===== config.mk =====
export PLATFORM = sky130hd
export DESIGN_NAME = rf_wb_arbiter
export DESIGN_NICKNAME = d
export VERILOG_FILES = /design/src/rtl/rf_pkg.sv /design/src/rtl/rr_arbiter.sv /design/src/rtl/rf_wb_arbiter.sv
export SDC_FILE = /design/constraint.sdc
export NUM_CORES = 1
export LEC_CHECK = 0
export BUFFER_PORTS_ARGS = -buffer_cell sky130_fd_sc_hd__buf_2
export CAP_MARGIN = 10
export CORE_UTILIZATION = 53
export DETAILED_ROUTE_END_ITERATION = 10
export PLACE_DENSITY = 0.9
export SKIP_CTS_REPAIR_TIMING = 1
export SYNTH_ARGS = -nofsm -noshare
export SYNTH_HDL_FRONTEND = slang
export SYNTH_HIERARCHICAL = 1
export SYNTH_SLANG_ARGS = --single-unit

===== constraint.sdc =====
create_clock -name clk -period 3.1 [get_ports clk]
set_input_delay 0.31 -clock clk [delete_from_list [all_inputs] [get_ports clk]]
set_output_delay 0.31 -clock clk [all_outputs]
set_load 0.01 [all_outputs]

===== src/rtl/rf_pkg.sv =====
// Shared constants and types for the regfile writeback arbiter.
package rf_pkg;

    localparam int RF_ADDR_W = 5;
    localparam int RF_DATA_W = 32;
    localparam int RF_NREQ   = 2;

    localparam int REQ_ALU = 0;
    localparam int REQ_LSU = 1;

    typedef struct packed {
        logic [RF_ADDR_W-1:0] addr;
        logic [RF_DATA_W-1:0] data;
    } wb_req_t;

endpackage


===== src/rtl/rr_arbiter.sv =====
// Stateless round-robin grant: first asserted request at or after ptr, wrapping modulo N.
module rr_arbiter #(
    parameter int N  = 2,
    parameter int PW = (N > 1) ? $clog2(N) : 1
) (
    input  logic [N-1:0]  req,
    input  logic [PW-1:0] ptr,
    output logic [N-1:0]  gnt
);

    logic [PW:0] idx;
    logic        found;

    // Scan from ptr, wrapping past N-1, and take the first request seen.
    always_comb begin
        gnt   = '0;
        found = 1'b0;
        idx   = '0;
        for (int k = 0; k < N; k++) begin
            idx = {1'b0, ptr} + (PW+1)'(k);
            if (idx >= (PW+1)'(N)) begin
                idx = idx - (PW+1)'(N);
            end
            if (!found && req[idx[PW-1:0]]) begin
                gnt[idx[PW-1:0]] = 1'b1;
                found            = 1'b1;
            end
        end
    end

endmodule


===== src/rtl/rf_wb_arbiter.sv =====
// Regfile writeback arbiter: round-robin share of the single write port, one
// registered output stage, and a per-register pending scoreboard for RAW stalls.
// Optional feature macro: WB_FWD_EN adds fwd_hit/fwd_data so consumers can take
// the staged write by forwarding instead of stalling on it.
module rf_wb_arbiter
    import rf_pkg::*;
#(
    parameter int ADDR_WIDTH = RF_ADDR_W,
    parameter int DATA_WIDTH = RF_DATA_W,
    parameter int NREQ       = RF_NREQ
) (
    input  logic                       clk,
    input  logic                       rst,
    input  logic [NREQ-1:0]            req_valid,
    output logic [NREQ-1:0]            req_ready,
    input  logic [NREQ*ADDR_WIDTH-1:0] req_addr,
    input  logic [NREQ*DATA_WIDTH-1:0] req_data,
    output logic                       rf_wen,
    output logic [ADDR_WIDTH-1:0]      rf_waddr,
    output logic [DATA_WIDTH-1:0]      rf_wdata,
    input  logic                       sb_set,
    input  logic [ADDR_WIDTH-1:0]      sb_set_addr,
    input  logic [ADDR_WIDTH-1:0]      sb_qaddr,
    output logic                       sb_busy
`ifdef WB_FWD_EN
    ,
    output logic                       fwd_hit,
    output logic [DATA_WIDTH-1:0]      fwd_data
`endif
);

    localparam int PW   = (NREQ > 1) ? $clog2(NREQ) : 1;
    localparam int NREG = 2**ADDR_WIDTH;

    logic [PW-1:0]         ptr;
    logic [NREQ-1:0]       gnt;
    logic                  xfer;
    logic [PW-1:0]         win_idx;
    logic [ADDR_WIDTH-1:0] win_addr;
    logic [DATA_WIDTH-1:0] win_data;
    logic [NREG-1:0]       pending;
    logic [NREG-1:0]       pending_nxt;
    logic                  staged_hit;

    rr_arbiter #(.N(NREQ), .PW(PW)) u_rr (
        .req (req_valid),
        .ptr (ptr),
        .gnt (gnt)
    );

    // The output stage never stalls, so every grant is a transfer; nothing is granted in reset.
    assign req_ready = rst ? '0 : gnt;
    assign xfer      = |(req_valid & req_ready);

    // Mux the winning requester's index, address and data.
    always_comb begin
        win_idx  = '0;
        win_addr = '0;
        win_data = '0;
        for (int i = 0; i < NREQ; i++) begin
            if (gnt[i]) begin
                win_idx  = PW'(i);
                win_addr = req_addr[i*ADDR_WIDTH +: ADDR_WIDTH];
                win_data = req_data[i*DATA_WIDTH +: DATA_WIDTH];
            end
        end
    end

    // Advance the round-robin pointer past the requester that just transferred.
    always_ff @(posedge clk or posedge rst) begin
        if (rst) begin
            ptr <= '0;
        end else if (xfer) begin
            ptr <= (win_idx == PW'(NREQ-1)) ? '0 : win_idx + PW'(1);
        end
    end

    // Output stage: a write to x0 is accepted but dropped, and the address/data hold.
    always_ff @(posedge clk or posedge rst) begin
        if (rst) begin
            rf_wen   <= 1'b0;
            rf_waddr <= '0;
            rf_wdata <= '0;
        end else if (xfer && win_addr != '0) begin
            rf_wen   <= 1'b1;
            rf_waddr <= win_addr;
            rf_wdata <= win_data;
        end else begin
            rf_wen   <= 1'b0;
        end
    end

    // Commit clears the pending bit; a same-cycle issue to that register re-sets it.
    always_comb begin
        pending_nxt = pending;
        if (rf_wen) begin
            pending_nxt[rf_waddr] = 1'b0;
        end
        if (sb_set && sb_set_addr != '0) begin
            pending_nxt[sb_set_addr] = 1'b1;
        end
    end

    // Scoreboard register.
    always_ff @(posedge clk or posedge rst) begin
        if (rst) begin
            pending <= '0;
        end else begin
            pending <= pending_nxt;
        end
    end

    assign staged_hit = rf_wen && (rf_waddr == sb_qaddr) && (sb_qaddr != '0);

`ifdef WB_FWD_EN
    assign sb_busy  = pending[sb_qaddr];
    assign fwd_hit  = staged_hit;
    assign fwd_data = rf_wdata;
`else
    assign sb_busy  = pending[sb_qaddr] | staged_hit;
`endif

endmodule


==> results of run 1 <==
[stage by stage]
stage	instances	hold slack, ps	utilization
2_1_floorplan	362	457	-
3_3_place_gp	551	359	0.653
3_5_place_dp	551	371	0.653
4_1_cts	567	-8.05	0.689
5_1_grt	567	27.9	0.689
6_report	567	-18.7	0.689
[routing by layer]
| layer | track usage | part of all wire |
|---|---|---|
| met1 | 0.356 | 0.41 |
| met2 | 0.458 | 0.50 |
| met3 | 0.0457 | 0.054 |
| met4 | 0.161 | 0.035 |
| met5 | 0 | 0 |
[logic make-up after synthesis]
kind of cell,after synthesis,share of synthesized area
AOI/OAI and AO/OA,156,0.266
and+or+nand+nor,88,0.125
DFF,71,0.510
buffers and inverters,26,0.0406
muxes,16,0.0460
xor gates and xnor gates,5,0.0126
[how the worst max path moves through the flow]
stage | startpoint | endpoint | slack (ps) | cells after the start
4_1_cts | ptr | rf_wdata[18] | 480 | 8
2_1_floorplan | rst | pending[0] | 990 | 1
3_5_place_dp | req_valid[0] | rf_wdata[18] | 450 | 8
5_1_grt | ptr | rf_wdata[19] | 220 | 9
6_report | ptr | rf_wdata[18] | 450 | 9
3_3_place_gp | req_valid[0] | rf_wdata[18] | 640 | 9
[cell type report]
type	count	area, um2
clock buffer	13	159
clock inverter	3	65.1
fill	500	1980
inverter	4	15.0
multi-input combinational	265	1580
sequential	71	1780
tap	77	96.3
timing repair buffer	134	683
[Yosys cell counts]
cell                        count  area share
sky130_fd_sc_hd__o21ai_0       95        0.14
sky130_fd_sc_hd__dfrtp_1       71        0.51
sky130_fd_sc_hd__nand2_1       46       0.050
sky130_fd_sc_hd__a22oi_1       38       0.082
sky130_fd_sc_hd__mux2i_1       16       0.046
sky130_fd_sc_hd__nand3b_1      10       0.022
sky130_fd_sc_hd__clkbuf_1       9      0.0097
sky130_fd_sc_hd__nor2_1         8      0.0086
sky130_fd_sc_hd__nor2b_1        6       0.011
sky130_fd_sc_hd__a21oi_1        5      0.0072
sky130_fd_sc_hd__buf_2          5      0.0072
sky130_fd_sc_hd__nand3_1        5      0.0072
sky130_fd_sc_hd__or3b_2         5       0.013
sky130_fd_sc_hd__xnor2_1        5       0.013
sky130_fd_sc_hd__buf_6          4       0.013
sky130_fd_sc_hd__inv_1          4      0.0043
sky130_fd_sc_hd__o21ai_1        4      0.0057
sky130_fd_sc_hd__a22o_1         3      0.0075
sky130_fd_sc_hd__clkbuf_2       3      0.0043
sky130_fd_sc_hd__a31oi_1        2      0.0036
sky130_fd_sc_hd__nand2b_1       2      0.0036
sky130_fd_sc_hd__nand4_1        2      0.0036
sky130_fd_sc_hd__o41ai_1        2      0.0050
sky130_fd_sc_hd__or3_1          2      0.0036
sky130_fd_sc_hd__a211oi_1       1      0.0022
sky130_fd_sc_hd__a21boi_0       1      0.0022
sky130_fd_sc_hd__a21boi_1       1      0.0022
sky130_fd_sc_hd__and2_1         1      0.0018
sky130_fd_sc_hd__and3_1         1      0.0018
sky130_fd_sc_hd__buf_4          1      0.0022
sky130_fd_sc_hd__o21a_1         1      0.0022
sky130_fd_sc_hd__o21ai_4        1      0.0047
sky130_fd_sc_hd__o2bb2ai_1      1      0.0025
sky130_fd_sc_hd__o311ai_0       1      0.0025
[state kept, by name, summed over array words and instances (netlist names)]
name and count:
pending 32, ptr 1, rf_waddr 5, rf_wdata 32, rf_wen 1
[power groups by stage]
stage | logic (mW) | registers [mW] | clock network (mW)
CTS | 0.807 | 1.35 | 0.841
global route | 0.896 | 1.38 | 0.880
floorplan | 0.437 | 1.38 | 0
global placement | 0.765 | 1.36 | 0
finish | 0.805 | 1.35 | 0.833
detailed placement | 0.806 | 1.36 | 0
[cells in the final DEF, fill, tap and decap left out, types with 8 or more instances in the layout]
cell,instances
sky130_fd_sc_hd__a22oi_1,38
sky130_fd_sc_hd__buf_2,129
sky130_fd_sc_hd__clkbuf_8,11
sky130_fd_sc_hd__dfrtp_1,71
sky130_fd_sc_hd__mux2i_1,16
sky130_fd_sc_hd__nand2_1,46
sky130_fd_sc_hd__nand3b_1,10
sky130_fd_sc_hd__nor2_1,8
sky130_fd_sc_hd__o21ai_0,95
==> results.txt, run 1 <==
The maximum fanout along the worst path came out at 41. The number of global-route vias before repair was 3240. The remaining max-slew budget at the tightest pin is 0.562.

The class of the most critical hold timing path is input pin to asynchronous set/reset pin. After clock tree synthesis, the clock-pin slew on the worst setup and hold paths is 80 ps. The share of total power dissipated in combinational logic is 0.269.

The sum of buffers and inverters on the critical path came out at 3. The overflow left after global routing came out at 0. Measured along the y axis, the die boundary spans 83.1 um.

The setup clock skew after layout came out at 12.3 ps. In the final routed layout, each cell accounts on average for 16.5 um. The synthesis-stage register bit count came out at 71. The tree is rooted in a sky130_fd_sc_hd__clkbuf_8. The fraction of final layout cells sized beyond drive strength 1 is 0.320. After routing the design area is 4370 um2. The total count of hold-check failures in the final report is 19. The type of origin of the critical path is a register. The share of the clock period used by the worst path came out at 0.855. Based on the critical path, the design can be clocked at up to 377 MHz. For this design the total switching power over the nets is 0.981 mW. In this design, the largest share of critical-path delay is due to compound AO/OA/AOI/OAI gates. The switching power as a share of total power is 0.328. The via density per instance came out at 5.91.

The vias after detailed routing is 3353. The power per cell area came out at 684 nW/um2. The core area is 6350 um2.

The arrival time of the worst setup path came out at 2860 ps. Setup violations remaining at the end of the flow were counted as 0. The number of port buffers is 129. STA classifies the critical path endpoint as a register.

The critical path class is register to register. The site row count came out at 29. 0 antenna diodes ended up in the layout. The starting DRC count in detailed routing came out at 251. The number of library cell types mapped by synthesis came out at 34.

The initial core utilization came out at 0.548. Summed over all layers, the routed wires come to 9.33 mm. The maximum level of the CTS H-tree is 3. The sequential share of the synthesized area is 0.510. The final worst hold slack is -18.7 ps. The peak supply drop is 0.472 mV. The instance area after placement came out at 4150 um2.

Of the total power, registers draw 0.452. Walking the worst path, the cells encountered are inv_1, a21boi_4, buf_4, a22oi_1, nor2_1, o21ai_4, buf_4, nand2_1, o21ai_0. The final net count came out at 574.

In this run the critical register-to-register path is captured at rf_wdata[18]. TritonCTS created 9 clock buffers. The horizontal die dimension is 83.1 um. The checks that failed: negative hold slack. The cell type of the slowest stage on the worst timing path is sky130_fd_sc_hd__a21boi_4.

After detailed routing, the number of remaining DRC violations is 0. The largest net degree at the start of global routing is 42. The largest buffer count on any clock path is 2. Compared with the post-synthesis result, the final layout area differs by 25.6%. The number of max-slew violations in the final report is 0. After routing, the total negative slack on setup checks comes to 0 ps. The worst-case reg-to-reg path depth is 9. The synthesized area divided by synthesized cell count came out at 9.62 um2. The max capacitance violation total is 0. The CTS tree is yes.

130 I/O pins were placed. Setup repair after global routing left no endpoint under its margin. The worst-case register-to-register setup slack is 450 ps. The internal power is 2.01 mW. The clock latency on the worst-skew pair came out at 350 ps. The total clock sinks is 71. Setup slack closes at 449 ps. The worst-margin pin slew came out at 654 ps. The full die area came out at 6900 um2. The run finished, with violations left. The most numerous cell type found on the critical path is sky130_fd_sc_hd__buf_4.

After layout, the design draws a total of 2.99 mW. Synthesis produced a netlist whose cell count is 362. The reported leakage power is 2.00 nW. The net count of the mapped netlist is 451. The mapped cell area came out at 3480 um2.

The largest stage delay on the critical path is 430 ps. The initial antenna violation count is 0. Routability-driven placement finished with a final weighted congestion of 0.884. At the worst endpoint, the required time is 3310 ps. The minimum period implied by the final worst setup slack came out at 2650 ps. The detailed placer's ending HPWL came out at 6.78 mm. The first-pass iteration count of the detailed router came out at 5. The wire length of the first global-routing pass is 15.4 mm.

The yosys synthesis warning count came out at 6. The post-placement worst setup slack is 451 ps. The start of the worst register-to-register path is ptr. Across every metal layer, demand over resource in global routing totals 0.281. The number of nets with antenna violations after routing is 0. The fraction of power consumed by the clock network is 0.278.
Note: power is estimated with default switching activity, not from simulation.
==> inputs of run 2 (changes only) <==
CORE_UTILIZATION = 55   (was 53)
CTS_BUF_LIST = sky130_fd_sc_hd__clkbuf_8   (was default)
PLACE_DENSITY = 0.93   (was 0.9)
==> results.txt, run 2 (synthesis results as in run 1) <==
The class of the most critical hold timing path is input pin to asynchronous set/reset pin. The sequential cell fraction of total power was 0.475 (+0.023). The layer flagged by global routing as most heavily used is met2. The number of non-filler instances in the completed layout came out at 565 (-0.35%).

The arrival time of the worst setup path is 2170 ps (-690 ps). The number of instances in the placed design is 549 (-0.36%). The clock transition at the registers of the reported paths is 70 ps (about the same).

The maximum level of the CTS H-tree came out at 3 (unchanged). STA classifies the critical path endpoint as an output pin. The largest net degree at the start of global routing is 74 (+76%).

The critical path is of the register to output pin type. The largest stage delay on the critical path came out at 550 ps (+120 ps). STA classifies the critical path startpoint as a register. The placer's final routability congestion estimate came out at 0.832 (-5.9%). The number of global-route vias before repair came to 3140 (-3.1%). The met2 capacity usage during global routing is 0.498 (+0.0401).

The setup clock skew after layout came to 8.02 ps (-4.31 ps). The count of inserted antenna diode cells came to 0 (unchanged). The tree is rooted in a sky130_fd_sc_hd__clkbuf_8. The vertical die dimension is 81.6 um (-1.8%). The met3 demand-to-capacity share in global routing was 0.0656 (+0.0198). The post-placement worst setup slack is 759 ps (+308 ps). The full die area came to 6650 um2 (-3.5%). The total wirelength of the detailed-routed design came out at 8.91 mm (-4.5%). The power per cell area is 659 nW/um2 (-3.6%).

The signal on the critical path passes through or3_1, o311ai_0, nor2_1, a31oi_1, nand3_1, buf_2. The remaining max-slew budget at the tightest pin is 0.554 (-0.00767). The detailed placer's ending HPWL is 6.59 mm (-2.8%). The fraction of final layout cells sized beyond drive strength 1 is 0.320 (unchanged). The worst-case register-to-register setup slack is 740 ps (+290 ps). The peak supply drop came out at 0.386 mV (-18%). The worst-margin pin slew came out at 665 ps (+10.1 ps). The initial antenna violation count is 0 (unchanged). The wire length of the first global-routing pass is 14.3 mm (-7.1%). The worst path setup slack after routing came out at 621 ps (+171 ps).

The overall power is 2.85 mW (-4.6%). The register area was 1780 um2 (unchanged). The per-cell routed wire length came out at 15.8 um (-4.2%). The internal power came out at 1.90 mW (-5.7%). The fmax came to 403 MHz (+6.9%). In the layout the commonest cells are sky130_fd_sc_hd__buf_2, sky130_fd_sc_hd__o21ai_0, sky130_fd_sc_hd__dfrtp_1, sky130_fd_sc_hd__nand2_1, sky130_fd_sc_hd__a22oi_1. The number of setup violations in the final report was 0 (unchanged). The via density per instance was 5.82 (-1.6%). The fraction of power consumed by the clock network is 0.246 (-0.032). The total count of hold-check failures in the final report came out at 0 (-19). The share of the core filled with cells in the final layout is 0.718 (+0.0298). The CTS tree is yes. The run finished with clean final reports. The cell type of the slowest stage on the worst timing path is sky130_fd_sc_hd__dfrtp_1. The vias after detailed routing is 3287 (-2.0%).

The number of buffers inserted during clock tree synthesis came out at 9 (unchanged). The library cell used most frequently in the layout, excluding fill and tap cells, is sky130_fd_sc_hd__buf_2. The maximum fanout along the worst path came to 11 (-73%). The routing usage on met1 is 0.341 (-0.0158). The largest registers in the layout are pending: 32 flops, rf_wdata: 32 flops, rf_waddr: 5 flops. The number of nets with antenna violations after routing was 0 (unchanged).

The first-pass iteration count of the detailed router is 5 (unchanged). The total clock sinks came out at 71 (unchanged). The number of max-slew violations in the final report was 0 (unchanged). The data required time at the worst endpoint is 2790 ps (-520 ps). The number of port buffers came out at 129 (unchanged). The max capacitance violation total came out at 0 (unchanged). The final design area excluding fillers came out at 4330 um2 (-1.0%). The post-route DRC violation count came to 0 (unchanged).

The net switching power figure is 0.957 mW (-2.4%). The total I/O pin count is 130 (unchanged). The reported leakage power came out at 1.99 nW (-0.51%). The core area came out at 6030 um2 (-5.1%). The share of the clock period used by the worst path is 0.800 (-0.0552). The total area of multi-input combinational cells is 1570 um2 (-0.48%). The horizontal die dimension is 81.6 um (-1.8%).

The switching power as a share of total power came out at 0.335 (+0.00754). The number of inserted filler cells in the final layout is 474 (-5.2%). The largest buffer count on any clock path is 2 (unchanged). The minimum period implied by the final worst setup slack is 2480 ps (-171 ps). The initial core utilization is 0.578 (+0.0295). The relative area change from synthesis to final layout is 24.3%. The site row count is 28 (-3.4%). The starting DRC count in detailed routing is 239 (-4.8%).

Setup repair after global routing left no endpoint under its margin. The clock latency on the worst-skew pair came to 330 ps (-20 ps). The instance area after placement came out at 4140 um2 (-0.24%). The overflow left after global routing was 0 (unchanged).

The share of power burned in combinational logic came out at 0.279 (+0.010). The final worst hold slack is 13.3 ps (+32.0 ps). The sum of negative setup slack came out at 0 ps (unchanged). The final net count is 574 (unchanged). The global-route total usage across every layer came to 0.289 (+0.00785).
run 2: final cells by class:
cell class,count,share of cell area
clock buffer,10,0.0318
clock inverter,6,0.0121
inverter,4,0.00347
multi-input combinational,265,0.363
sequential,71,0.410
tap,75,0.0217
timing repair buffer,134,0.158
run 2: worst paths after layout:
path,start,endpoint,depth (start not counted)
setup / recovery,rf_waddr[3],sb_busy,6
hold / removal,rst,rf_waddr[3],2
setup reg to reg,ptr,rf_waddr[0],6
hold reg to reg,rf_wdata[5],rf_wdata[5],2
max in group asynchronous,rst,pending[18],3
min in group clk,req_data[6],rf_wdata[6],3
run 2: power by group through the flow:
stage	Clock (mW)	Combinational, mW	Sequential [mW]
4_1_cts	0.715	0.798	1.35
6_report	0.702	0.795	1.36
3_5_place_dp	0	0.797	1.36
2_1_floorplan	0	0.437	1.38
5_1_grt	0.765	0.895	1.38
3_3_place_gp	0	0.757	1.36
run 2: metal layers:
metal,share of wire,vias to the layer above
met3,0.065,25
met2,0.50,160
met4,0.027,0
met1,0.40,1534
li1,-,1568
met5,0,-
run 2: critical path: cells and delay by family (launching register included):
family	cells	cell delay [ps]
simple gates	3	680
buf+inv	1	140
flops	1	550
compound gates	2	470
==> inputs of run 3 (changes only) <==
ABC_AREA = 1   (was default)
CORE_UTILIZATION = 52   (was 55)
PLACE_DENSITY = 0.88   (was 0.93)
clock period = 2.4 ns   (was 3.1 ns; I/O delays follow)
==> results.txt, run 3 <==
The area growth from synthesis to layout is 25.2%. The placer's final routability congestion estimate is 0.862 (+3.5%). The synthesis-stage register bit count is 71 (unchanged). The net switching power figure is 1.59 mW (+66%). The most used flip-flop cell after synthesis is sky130_fd_sc_hd__dfrtp_1. The switching power as a share of total power is 0.370 (+0.0348).

The peak supply drop came out at 0.448 mV (+16%). The tree is rooted in a sky130_fd_sc_hd__clkbuf_8. The number of library cell types mapped by synthesis is 22 (-35%). The site row count came out at 30 (+7.1%). The number of max-slew violations in the final report is 0 (unchanged). The maximum fanout along the worst path is 37 (+26).

The sequential cell fraction of total power was 0.445 (-0.030). STA classifies the critical path startpoint as a register. The setup clock skew after layout came out at 9.64 ps (+1.62 ps). The total I/O pin count came out at 130 (unchanged). The commonest cells after synthesis are sky130_fd_sc_hd__nand2_1, sky130_fd_sc_hd__dfrtp_1, sky130_fd_sc_hd__o21ai_0. The number of global-route vias before repair came to 3557 (+13%). The most common cell in the netlist is sky130_fd_sc_hd__nand2_1.

The fraction of power consumed by the clock network is 0.223 (-0.023). The overflow left after global routing came out at 0 (unchanged). The total clock sinks is 71 (unchanged). The total count of hold-check failures in the final report was 0 (unchanged). Of all cell types, the one taking the most synthesized area is sky130_fd_sc_hd__dfrtp_1. The reported leakage power is 2.47 nW (+24%). The global-route total usage across every layer came to 0.288 (-0.000619). The number of inserted filler cells in the final layout came out at 547 (+15%). The final design area excluding fillers is 4560 um2 (+5.4%). The internal power is 2.71 mW (+43%). The initial antenna violation count came to 0 (unchanged). The share of the clock period used by the worst path came out at 0.888. The library cell used most frequently in the layout, excluding fill and tap cells, is sky130_fd_sc_hd__nand2_1.

The worst-margin pin slew is 751 ps (+86.2 ps). The number of buffers inserted during clock tree synthesis is 9 (unchanged). The total wirelength of the detailed-routed design came out at 10.4 mm (+17%).

The cell count after synthesis came out at 463 (+28%). The number of nets with antenna violations after routing is 0 (unchanged). The portion of synthesized cell area occupied by the leading cell type is 0.487 (-0.0229). The first-pass iteration count of the detailed router is 6 (+1). The run finished with clean final reports. The net count of the mapped netlist is 552 (+22%).

The initial core utilization came to 0.537 (-0.0412). The largest buffer count on any clock path came out at 2 (unchanged). The minimum period implied by the final worst setup slack came out at 2130 ps. The count of inserted antenna diode cells is 0 (unchanged). By instance count, the cell type seen most on the critical path is sky130_fd_sc_hd__nand2_1.

The vertical die dimension came out at 85.7 um (+5.1%). The total area of multi-input combinational cells came out at 1610 um2 (+2.8%). The detailed placer's ending HPWL is 7.28 mm (+11%). The clock transition at the registers of the reported paths was 70 ps (about the same).

The remaining max-slew budget at the tightest pin is 0.499 (-0.0554). The post-route DRC violation count came out at 0 (unchanged). The worst setup path is captured at a register. The via density per instance is 5.63 (-3.3%). The instance area after placement came to 4350 um2 (+5.1%). TritonCTS built the clock tree.

The core area came to 6790 um2 (+13%). The full die area is 7350 um2 (+10%). The sequential share of the synthesized area came out at 0.487 (-0.0229). The number of port buffers was 129 (unchanged). The number of setup violations in the final report came to 0 (unchanged).

The clock latency on the worst-skew pair came to 340 ps (about the same). In the final layout, the registers with the most flip-flops are pending: 32 flops, rf_wdata: 32 flops, rf_waddr: 5 flops. The largest stage delay on the critical path is 410 ps (-140 ps). The horizontal die dimension came out at 85.7 um (+5.1%). The sum of negative setup slack came to 0 ps (unchanged). In the layout the commonest cells are sky130_fd_sc_hd__nand2_1, sky130_fd_sc_hd__buf_2, sky130_fd_sc_hd__o21ai_0, sky130_fd_sc_hd__dfrtp_1, sky130_fd_sc_hd__nand3_1.

The yosys synthesis warning count was 6 (unchanged). The max capacitance violation total came to 0 (unchanged). The critical path class is register to register. Setup repair after global routing left no endpoint under its margin. The synthesized area divided by synthesized cell count came out at 7.87 um2 (-18%).

The final net count is 680 (+18%). The power per cell area is 942 nW/um2 (+43%). The starting DRC count in detailed routing came out at 360 (+51%).

The mapped cell area is 3650 um2 (+4.7%). On the critical path, the stage with the largest delay is an instance of sky130_fd_sc_hd__buf_4. The data required time at the worst endpoint came out at 2630 ps (-160 ps). The arrival time of the worst setup path came out at 2360 ps (+190 ps). The fmax came out at 469 MHz. The register area came to 1780 um2 (unchanged). The wire length of the first global-routing pass was 16.5 mm (+16%). The share of power burned in combinational logic came out at 0.332 (+0.053). The path class of the tightest hold or removal check is input pin to register. The post-synthesis async set-or-reset flop share is 1.00 (unchanged). The fraction of final layout cells sized beyond drive strength 1 came out at 0.264 (-0.0565). The signal on the critical path passes through inv_1, a21oi_2, buf_4, nand2_1, nand2_1, nor2_1, nand2_1, nand2_1, nand2_2, inv_2, nand2_1, nand2_1. The number of enable flip-flop cells after synthesis came out at 0 (unchanged).

The maximum level of the CTS H-tree was 3 (unchanged). The per-cell routed wire length came out at 15.1 um (-4.4%). The largest net degree at the start of global routing is 56 (-24%). The vias after detailed routing is 3887 (+18%). In the post-synthesis netlist, the biggest area contributors are sky130_fd_sc_hd__dfrtp_1, sky130_fd_sc_hd__nand2_1, sky130_fd_sc_hd__o21ai_0.
-- run 3: changes by cell type after synthesis, sizes merged, moves of 10 or more --
cell / change
nand3: +39
inv: +36
o21ai: -29
mux2i: -16
a22o: +31
nand2: +118
a22oi: -38
nand3b: -10
-- run 3: stage by stage --
step	util	setup WS [ps]	power, mW	instances	hold WS [ps]
5_1_grt	0.672	1.42	4.57	691	237
2_1_floorplan	-	363	2.75	463	439
6_report	0.672	268	4.30	691	217
3_3_place_gp	0.640	302	3.23	674	260
4_1_cts	0.669	137	4.26	689	-97.5
3_5_place_dp	0.640	173	3.31	674	269
-- run 3: path summary, 6_finish.rpt --
| check | start | to | slack, ps | depth (start not counted) |
|---|---|---|---|---|
| min in group asynchronous | rst | rf_wdata[2] | 450 | 3 |
| min reg2reg | rf_wdata[15] | rf_wdata[15] | 470 | 2 |
| max | ptr | rf_wdata[23] | 270 | 12 |
| min | req_data[24] | rf_wdata[24] | 220 | 4 |
| max in group asynchronous | rst | pending[4] | 1340 | 4 |
| max reg2reg | ptr | rf_wdata[23] | 270 | 12 |
-- run 3: power by group through the flow --
stage	combinational, mW	sequential [mW]	clock (mW)
4_1_cts	1.41	1.89	0.963
3_5_place_dp	1.40	1.90	0
3_3_place_gp	1.34	1.90	0
6_report	1.43	1.91	0.959
5_1_grt	1.60	1.95	1.03
2_1_floorplan	0.783	1.96	0
-- run 3: layout make-up --
cell class                 instances  share of cell area
clock buffer                      11              0.0332
clock inverter                     4              0.0101
inverter                          40              0.0329
multi-input combinational        334               0.354
sequential                        71               0.389
tap                               96              0.0263
timing repair buffer             135               0.155
-- run 3: critical path: cells and delay by family, from the launching register on --
kind / cells / cell delay, ps
compound gates: 1 / 280
buf+inv: 3 / 680
flops: 1 / 390
simple gates: 8 / 650
-- run 3: cells by family (layout without fill, tap and decap cells) --
logic type / after synthesis / in the layout / share of synthesized area
AND/OR/NAND/NOR: 220 / 221 / 0.245
flip-flops: 71 / 71 / 0.487
AO/OA/AOI/OAI: 113 / 113 / 0.196
buffers and inverters: 59 / 190 / 0.0717
-- run 3: layer usage --
| layer | share of wire | wire length [um] | vias up | GRT usage |
|---|---|---|---|---|
| met5 | 0 | 0 | - | 0 |
| met4 | 0.031 | 318 | 0 | 0.127 |
| met3 | 0.082 | 858 | 33 | 0.0472 |
| met2 | 0.50 | 5170 | 228 | 0.488 |
| met1 | 0.39 | 4080 | 1825 | 0.368 |
| li1 | - | - | 1801 | - |
